## config.mk

```make
export PLATFORM = sky130hd
export DESIGN_NAME = mem_arbiter
export DESIGN_NICKNAME = d
export VERILOG_FILES = /design/src/rtl/keccak_mem_pkg.sv /design/src/rtl/rr_lock_arb2.sv /design/src/rtl/mem_arbiter.sv
export SDC_FILE = /design/constraint.sdc
export NUM_CORES = 1
export LEC_CHECK = 0
export ABC_AREA = 1
export BUFFER_PORTS_ARGS = -buffer_cell sky130_fd_sc_hd__clkbuf_2
export CAP_MARGIN = 25
export CORE_AREA = 8 8 154 156
export CTS_CLUSTER_SIZE = 14
export DETAILED_ROUTE_END_ITERATION = 8
export DIE_AREA = 0 0 162 164
export HOLD_SLACK_MARGIN = 0.06
export PLACE_DENSITY_LB_ADDON = 0.08
export RECOVER_POWER = 25
export SETUP_SLACK_MARGIN = 0.3
export SLEW_MARGIN = 5
export SYNTH_ARGS = -nofsm -noshare
export SYNTH_HDL_FRONTEND = slang
export SYNTH_SLANG_ARGS = --single-unit
```

## constraint.sdc

```tcl
create_clock -name clk -period 3 [get_ports clk]
set_clock_uncertainty 0.05 [all_clocks]
set_input_delay 0.15 -clock clk [delete_from_list [all_inputs] [get_ports clk]]
set_output_delay 0.15 -clock clk [all_outputs]
set_load 0.02 [all_outputs]
```

## src/rtl/keccak_mem_pkg.sv

```systemverilog
// Shared constants and types for the Keccak lane-memory datapath.
//   ADDR_WIDTH / DATA_WIDTH : lane address and lane data widths
//   LANE_COUNT              : number of live lanes in the 5x5 state
//   OP_RD / OP_WR           : encoding of the requester "we" bit
//   GNT_HOST / GNT_CORE     : bit positions inside a two-bit grant vector
//   rd_tag_t                : read-return tag (pending flag + owner)
package keccak_mem_pkg;

    localparam int ADDR_WIDTH = 6;
    localparam int DATA_WIDTH = 64;
    localparam int LANE_COUNT = 25;

    localparam logic OP_RD = 1'b0;
    localparam logic OP_WR = 1'b1;

    localparam int GNT_HOST = 0;
    localparam int GNT_CORE = 1;

    typedef struct packed {
        logic pend;   // a read was granted last cycle
        logic core;   // 1: owner is the core, 0: owner is the host
    } rd_tag_t;

endpackage

```

## src/rtl/rr_lock_arb2.sv

```systemverilog
// Two-requester round-robin picker with a core lock.
//   clk, rst   : clock, asynchronous active-high reset
//   h_req      : host request (already qualified by the caller)
//   c_req      : core request (already qualified by the caller)
//   c_lock     : core asks for exclusive access
//   gnt[1:0]   : one-hot-or-zero grant, indexed by GNT_HOST / GNT_CORE
//   lock_act   : lock currently in force (host is blocked)
// The lock only engages on a core grant that carries c_lock, so a host op
// already being granted when c_lock rises still completes.
module rr_lock_arb2 (
    input  logic       clk,
    input  logic       rst,
    input  logic       h_req,
    input  logic       c_req,
    input  logic       c_lock,
    output logic [1:0] gnt,
    output logic       lock_act
);
    import keccak_mem_pkg::*;

    logic last_core_q, last_core_d;
    logic lock_act_q, lock_act_d;
    logic [1:0] gnt_d;

    always_comb begin
        gnt_d = 2'b00;
        if (lock_act_q) begin
            gnt_d[GNT_CORE] = c_req;
        end else if (h_req && c_req) begin
            // Fairness: whoever was not granted last time wins the tie.
            if (last_core_q) gnt_d[GNT_HOST] = 1'b1;
            else             gnt_d[GNT_CORE] = 1'b1;
        end else begin
            gnt_d[GNT_CORE] = c_req;
            gnt_d[GNT_HOST] = h_req;
        end

        last_core_d = last_core_q;
        if (|gnt_d) last_core_d = gnt_d[GNT_CORE];

        // Dropping c_lock releases immediately; raising it needs a core grant.
        lock_act_d = c_lock && (lock_act_q || gnt_d[GNT_CORE]);
    end

    always_ff @(posedge clk or posedge rst) begin
        if (rst) begin
            last_core_q <= 1'b0;
            lock_act_q  <= 1'b0;
        end else begin
            last_core_q <= last_core_d;
            lock_act_q  <= lock_act_d;
        end
    end

    assign gnt      = gnt_d;
    assign lock_act = lock_act_q;

endmodule

```

## src/rtl/mem_arbiter.sv

```systemverilog
// Host/core arbiter in front of the single-port 64x64 lane memory.
// At most one memory op per cycle; grant is combinational with the request;
// read data returns one cycle after the read grant to the reader.
// Handshake: an op is accepted in a cycle where req && gnt; the requester
// holds req/we/addr/wdata stable until it sees gnt.
// Ports:
//   clk, rst                           : clock, asynchronous active-high reset
//   h_req/h_we/h_addr/h_wdata          : host op request
//   h_gnt, h_rvalid, h_rdata           : host grant and read return
//   c_req/c_we/c_addr/c_wdata, c_lock  : core op request and lock
//   c_gnt, c_rvalid, c_rdata           : core grant and read return
//   mem_enR/mem_enW/mem_addr/mem_wdata : memory command
//   mem_rdata                          : memory registered read data
// Optional build macro MEM_ARB_STALL_CNT_EN adds stall_clr (in) and
// h_stall_cnt[15:0] (out), a saturating count of host-stalled cycles.
module mem_arbiter #(
    parameter int ADDR_WIDTH = keccak_mem_pkg::ADDR_WIDTH,
    parameter int DATA_WIDTH = keccak_mem_pkg::DATA_WIDTH
) (
    input  logic                  clk,
    input  logic                  rst,
`ifdef MEM_ARB_STALL_CNT_EN
    input  logic                  stall_clr,
    output logic [15:0]           h_stall_cnt,
`endif
    input  logic                  h_req,
    input  logic                  h_we,
    input  logic [ADDR_WIDTH-1:0] h_addr,
    input  logic [DATA_WIDTH-1:0] h_wdata,
    output logic                  h_gnt,
    output logic                  h_rvalid,
    output logic [DATA_WIDTH-1:0] h_rdata,
    input  logic                  c_req,
    input  logic                  c_we,
    input  logic [ADDR_WIDTH-1:0] c_addr,
    input  logic [DATA_WIDTH-1:0] c_wdata,
    input  logic                  c_lock,
    output logic                  c_gnt,
    output logic                  c_rvalid,
    output logic [DATA_WIDTH-1:0] c_rdata,
    output logic                  mem_enR,
    output logic                  mem_enW,
    output logic [ADDR_WIDTH-1:0] mem_addr,
    output logic [DATA_WIDTH-1:0] mem_wdata,
    input  logic [DATA_WIDTH-1:0] mem_rdata
);
    import keccak_mem_pkg::*;

    logic [1:0] gnt;
    logic       lock_act;
    logic       h_req_v, c_req_v;
    rd_tag_t    rd_tag_q, rd_tag_d;

    // Requests are masked during reset so every output reads 0 while rst=1.
    assign h_req_v = h_req && !rst;
    assign c_req_v = c_req && !rst;

    rr_lock_arb2 u_arb (
        .clk      (clk),
        .rst      (rst),
        .h_req    (h_req_v),
        .c_req    (c_req_v),
        .c_lock   (c_lock),
        .gnt      (gnt),
        .lock_act (lock_act)
    );

    assign h_gnt = gnt[GNT_HOST];
    assign c_gnt = gnt[GNT_CORE];

    always_comb begin
        mem_enR   = 1'b0;
        mem_enW   = 1'b0;
        mem_addr  = '0;
        mem_wdata = '0;
        if (h_gnt) begin
            mem_enW   = (h_we == OP_WR);
            mem_enR   = (h_we == OP_RD);
            mem_addr  = h_addr;
            mem_wdata = h_wdata;
        end else if (c_gnt) begin
            mem_enW   = (c_we == OP_WR);
            mem_enR   = (c_we == OP_RD);
            mem_addr  = c_addr;
            mem_wdata = c_wdata;
        end
    end

    // Read tag is reloaded every cycle, so back-to-back reads need no stall.
    always_comb begin
        rd_tag_d.pend = mem_enR;
        rd_tag_d.core = c_gnt && (c_we == OP_RD);
    end

    always_ff @(posedge clk or posedge rst) begin
        if (rst) rd_tag_q <= '0;
        else     rd_tag_q <= rd_tag_d;
    end

    assign h_rvalid = rd_tag_q.pend && !rd_tag_q.core;
    assign c_rvalid = rd_tag_q.pend &&  rd_tag_q.core;
    assign h_rdata  = rst ? '0 : mem_rdata;
    assign c_rdata  = rst ? '0 : mem_rdata;

`ifdef MEM_ARB_STALL_CNT_EN
    logic [15:0] h_stall_cnt_q, h_stall_cnt_d;

    always_comb begin
        h_stall_cnt_d = h_stall_cnt_q;
        if (stall_clr)
            h_stall_cnt_d = '0;
        else if (h_req_v && !h_gnt && (h_stall_cnt_q != 16'hFFFF))
            h_stall_cnt_d = h_stall_cnt_q + 16'd1;
    end

    always_ff @(posedge clk or posedge rst) begin
        if (rst) h_stall_cnt_q <= '0;
        else     h_stall_cnt_q <= h_stall_cnt_d;
    end

    assign h_stall_cnt = h_stall_cnt_q;
`endif

    // Lock state is consumed inside the picker; kept visible for debug binds.
    logic unused_lock;
    assign unused_lock = lock_act;

endmodule

```

==> impl_metrics.json <==
{
  "path_cells": "nand3_1 > clkbuf_2 > nand3_1 > o21ai_2 > clkbuf_1",
  "seq_area_um2": 100,
  "clock_latency_ns": 0.23,
  "synthDistinctLibCells": 15,
  "p_comb_share_pct": 75.2,
  "ctsHoldBuffers": 1,
  "detailed_place_hpwl_um": 15300,
  "p_switching_mw": 0.577,
  "grt_pass1_vias": 4062,
  "drt-total-wl_um": 17100,
  "multi_input_area_um2": 1300,
  "power_frac_clock_pct": 19.1,
  "dpl_worst_slack_ns": 1.09,
  "cpPeakStageDelay_ns": 0.67,
  "firstDrtPassIters": 4,
  "ys_top_cells_by_count": "inv_1 (143), nand3_1 (72), o21ai_2 (69)",
  "final_util_pct": 20.8,
  "required_ns": 2.80,
  "seq_area_frac_synth_pct": 3.86,
  "yosys.area_share.simple_pct": 25.7,
  "dieWidth_um": 162,
  "timing.hold.ws_ns": 0.0729,
  "die_h_um": 164,
  "drc": 0,
  "setup_slack_ns": 0.540,
  "final-instance-count-excl-fill": 1074,
  "place_area_um2": 4420,
  "finalHoldViolCount": 0,
  "avgSynthCellArea_um2": 5.61,
  "synthArstFlopShare_pct": 100,
  "dp.cells": 1070,
  "stdcell_area_um2": 4450,
  "detail_route.iter0.violations": 72,
  "grt_max_degree": 65,
  "cts_tree": "built",
  "post-cts-setup-buffers": 0,
  "cts-root-buf": "clkbuf_16",
  "worst_pin_slew_ns": 0.900,
  "fin_crit_sh_pct": 82.0,
  "cts_made_buffers": 3,
  "power.internal_mw": 0.511,
  "cap_violations": 0,
  "drive_gt1_share_pct": 57.1,
  "yosysMostFrequentCell": "inv_1",
  "layout.nets": 1007,
  "post_cts_resized": 0,
  "clk_pin_slew_ns": 0.03,
  "setup_viol": 0,
  "power_mw": 1.09,
  "synth_adder_area_share_pct": 0,
  "rsz0062_at_grt": "no",
  "hold_class": "input port to flop",
  "io_pins": 415,
  "netSwitchingFraction_pct": 53.0,
  "max-slew-margin-rel_pct": 39.8,
  "synthesis.area_um2": 2590,
  "vias_per_cell": 3.57,
  "cp_common_cell": "nand3_1",
  "htree_levels": 1,
  "period_minus_slack_ns": 2.46,
  "synth_top_family_by_area": "buffers and inverters",
  "crit_path_end_kind": "output port",
  "overflow": 0,
  "worstSetupStartpointType": "flop",
  "port_buffers": 414,
  "criticalPathCategory": "flop to output port",
  "grt_pass1_wl_um": 24000,
  "globalRouteTotalUtil_pct": 11.7,
  "power_frac_seq_pct": 5.6,
  "areaGrowthSynthToFinish_pct": 71.4,
  "syn_inst": 462,
  "synth_compound_area_share_pct": 24.3,
  "muxShareOfSynthArea_pct": 0,
  "p_leak_nw": 3.00,
  "core_um2": 21400,
  "fmax_mhz": 407,
  "diodes": 0,
  "cellPowerDensity_nw_per_um2": 245,
  "ys_warn_count": 0,
  "irDropWorstVdd_mv": 0.129,
  "antenna_found_initial": 0,
  "rows": 54,
  "vias": 3834,
  "wl_per_cell_um": 15.9,
  "nFillCells": 2587,
  "cp_data_arrival_time_ns": 2.26,
  "status": "complete, no violations",
  "critPathMaxFanout": 22,
  "initial_utilization_pct": 12.1,
  "clkSinkCount": 4,
  "synth_edf_count": 0,
  "crit_slowest_cell": "nand3_1",
  "dieArea_um2": 26600,
  "synth_xor_xnor_area_share_pct": 0,
  "yosysTopAreaCellShare_pct": 23.3,
  "synthTopCellsByArea": "o21ai_2 (23%), inv_1 (21%), buf_4 (19%)",
  "synth_flop_cell": "dfrtp_1",
  "synth_seq_cells": 4,
  "yosysTopAreaCell": "o21ai_2",
  "routabilityCongestion": 0.721,
  "cts_buffer_depth": 2,
  "fin_tns_setup_ns": 0,
  "synth_nets": 673,
  "final-max-slew-violation-count": 0,
  "ant_nets": 0
}
-- metal layers --
metal / part of all wire (%) / GRT usage, %
met1: 32 / 10.6
met2: 54 / 23.9
met3: 13 / 5.16
met4: 0.37 / 1.26
met5: 0 / 0
-- worst paths after layout --
| check | start | endpoint | slack [ns] | cells past startpoint |
|---|---|---|---|---|
| max reg2reg | u_arb.lock_act$_DFF_PP0_ | rd_tag_q[1]$_DFF_PP0_ | 1.18 | 4 |
| min | c_lock | u_arb.lock_act$_DFF_PP0_ | 0.07 | 3 |
| min in group asynchronous | rst | u_arb.lock_act$_DFF_PP0_ | 0.49 | 3 |
| min reg2reg | u_arb.lock_act$_DFF_PP0_ | u_arb.lock_act$_DFF_PP0_ | 0.50 | 2 |
| max | u_arb.last_core_q$_DFFE_PP0P_ | mem_wdata[62] | 0.54 | 5 |
| max in group asynchronous | rst | rd_tag_q[1]$_DFF_PP0_ | 2.24 | 3 |
-- cells by family (layout without fill, tap and decap cells) --
kind of cell / Yosys count / in the layout
compound gates: 74 / 74
buf+inv: 235 / 567
flops: 4 / 4
simple gates: 149 / 149
-- cell type report --
cell class	count	area share, %
Clock buffer	3	1.69
Inverter	143	12.1
Multi-Input combinational cell	223	29.2
Sequential cell	4	2.25
Tap cell	280	7.88
Timing Repair Buffer	421	46.9
-- worst max-delay path, delay by kind of cell (launching register included) --
family | cells | cell delay [ns]
AND/OR/NAND/NOR | 2 | 0.81
buffers and inverters | 2 | 0.77
flip-flops | 1 | 0.36
AO/OA/AOI/OAI | 1 | 0.08
-- cell usage in the layout (no fill, tap or decap) --
cell type and n:
o21ai_0 4, clkbuf_1 42, nand2_4 1, clkbuf_2 373, inv_1 143, nor2_4 1, o21ai_2 69, nand3b_1 1
nand2_1 7, clkbuf_16 3, nor2_2 1, nand3_1 72, nor2_1 66, a21oi_1 1, dlygate4sd3_1 1, buf_4 4
dfrtp_1 4, buf_12 1
-- sequential cells by signal (all words and copies together), names as in the netlist --
register and count:
u_arb.lock_act 1, u_arb.last_core_q 1, rd_tag_q 2
-- power groups by stage --
stage	logic (mW)	registers (mW)	clock network, mW
after floorplan	0.548	0.0615	0
after global placement	0.854	0.0624	0
after detailed placement	0.847	0.0625	0
after CTS	0.850	0.0619	0.213
after global routing	0.897	0.0621	0.214
final	0.818	0.0614	0.208
Note: power is estimated with default switching activity, not from simulation.
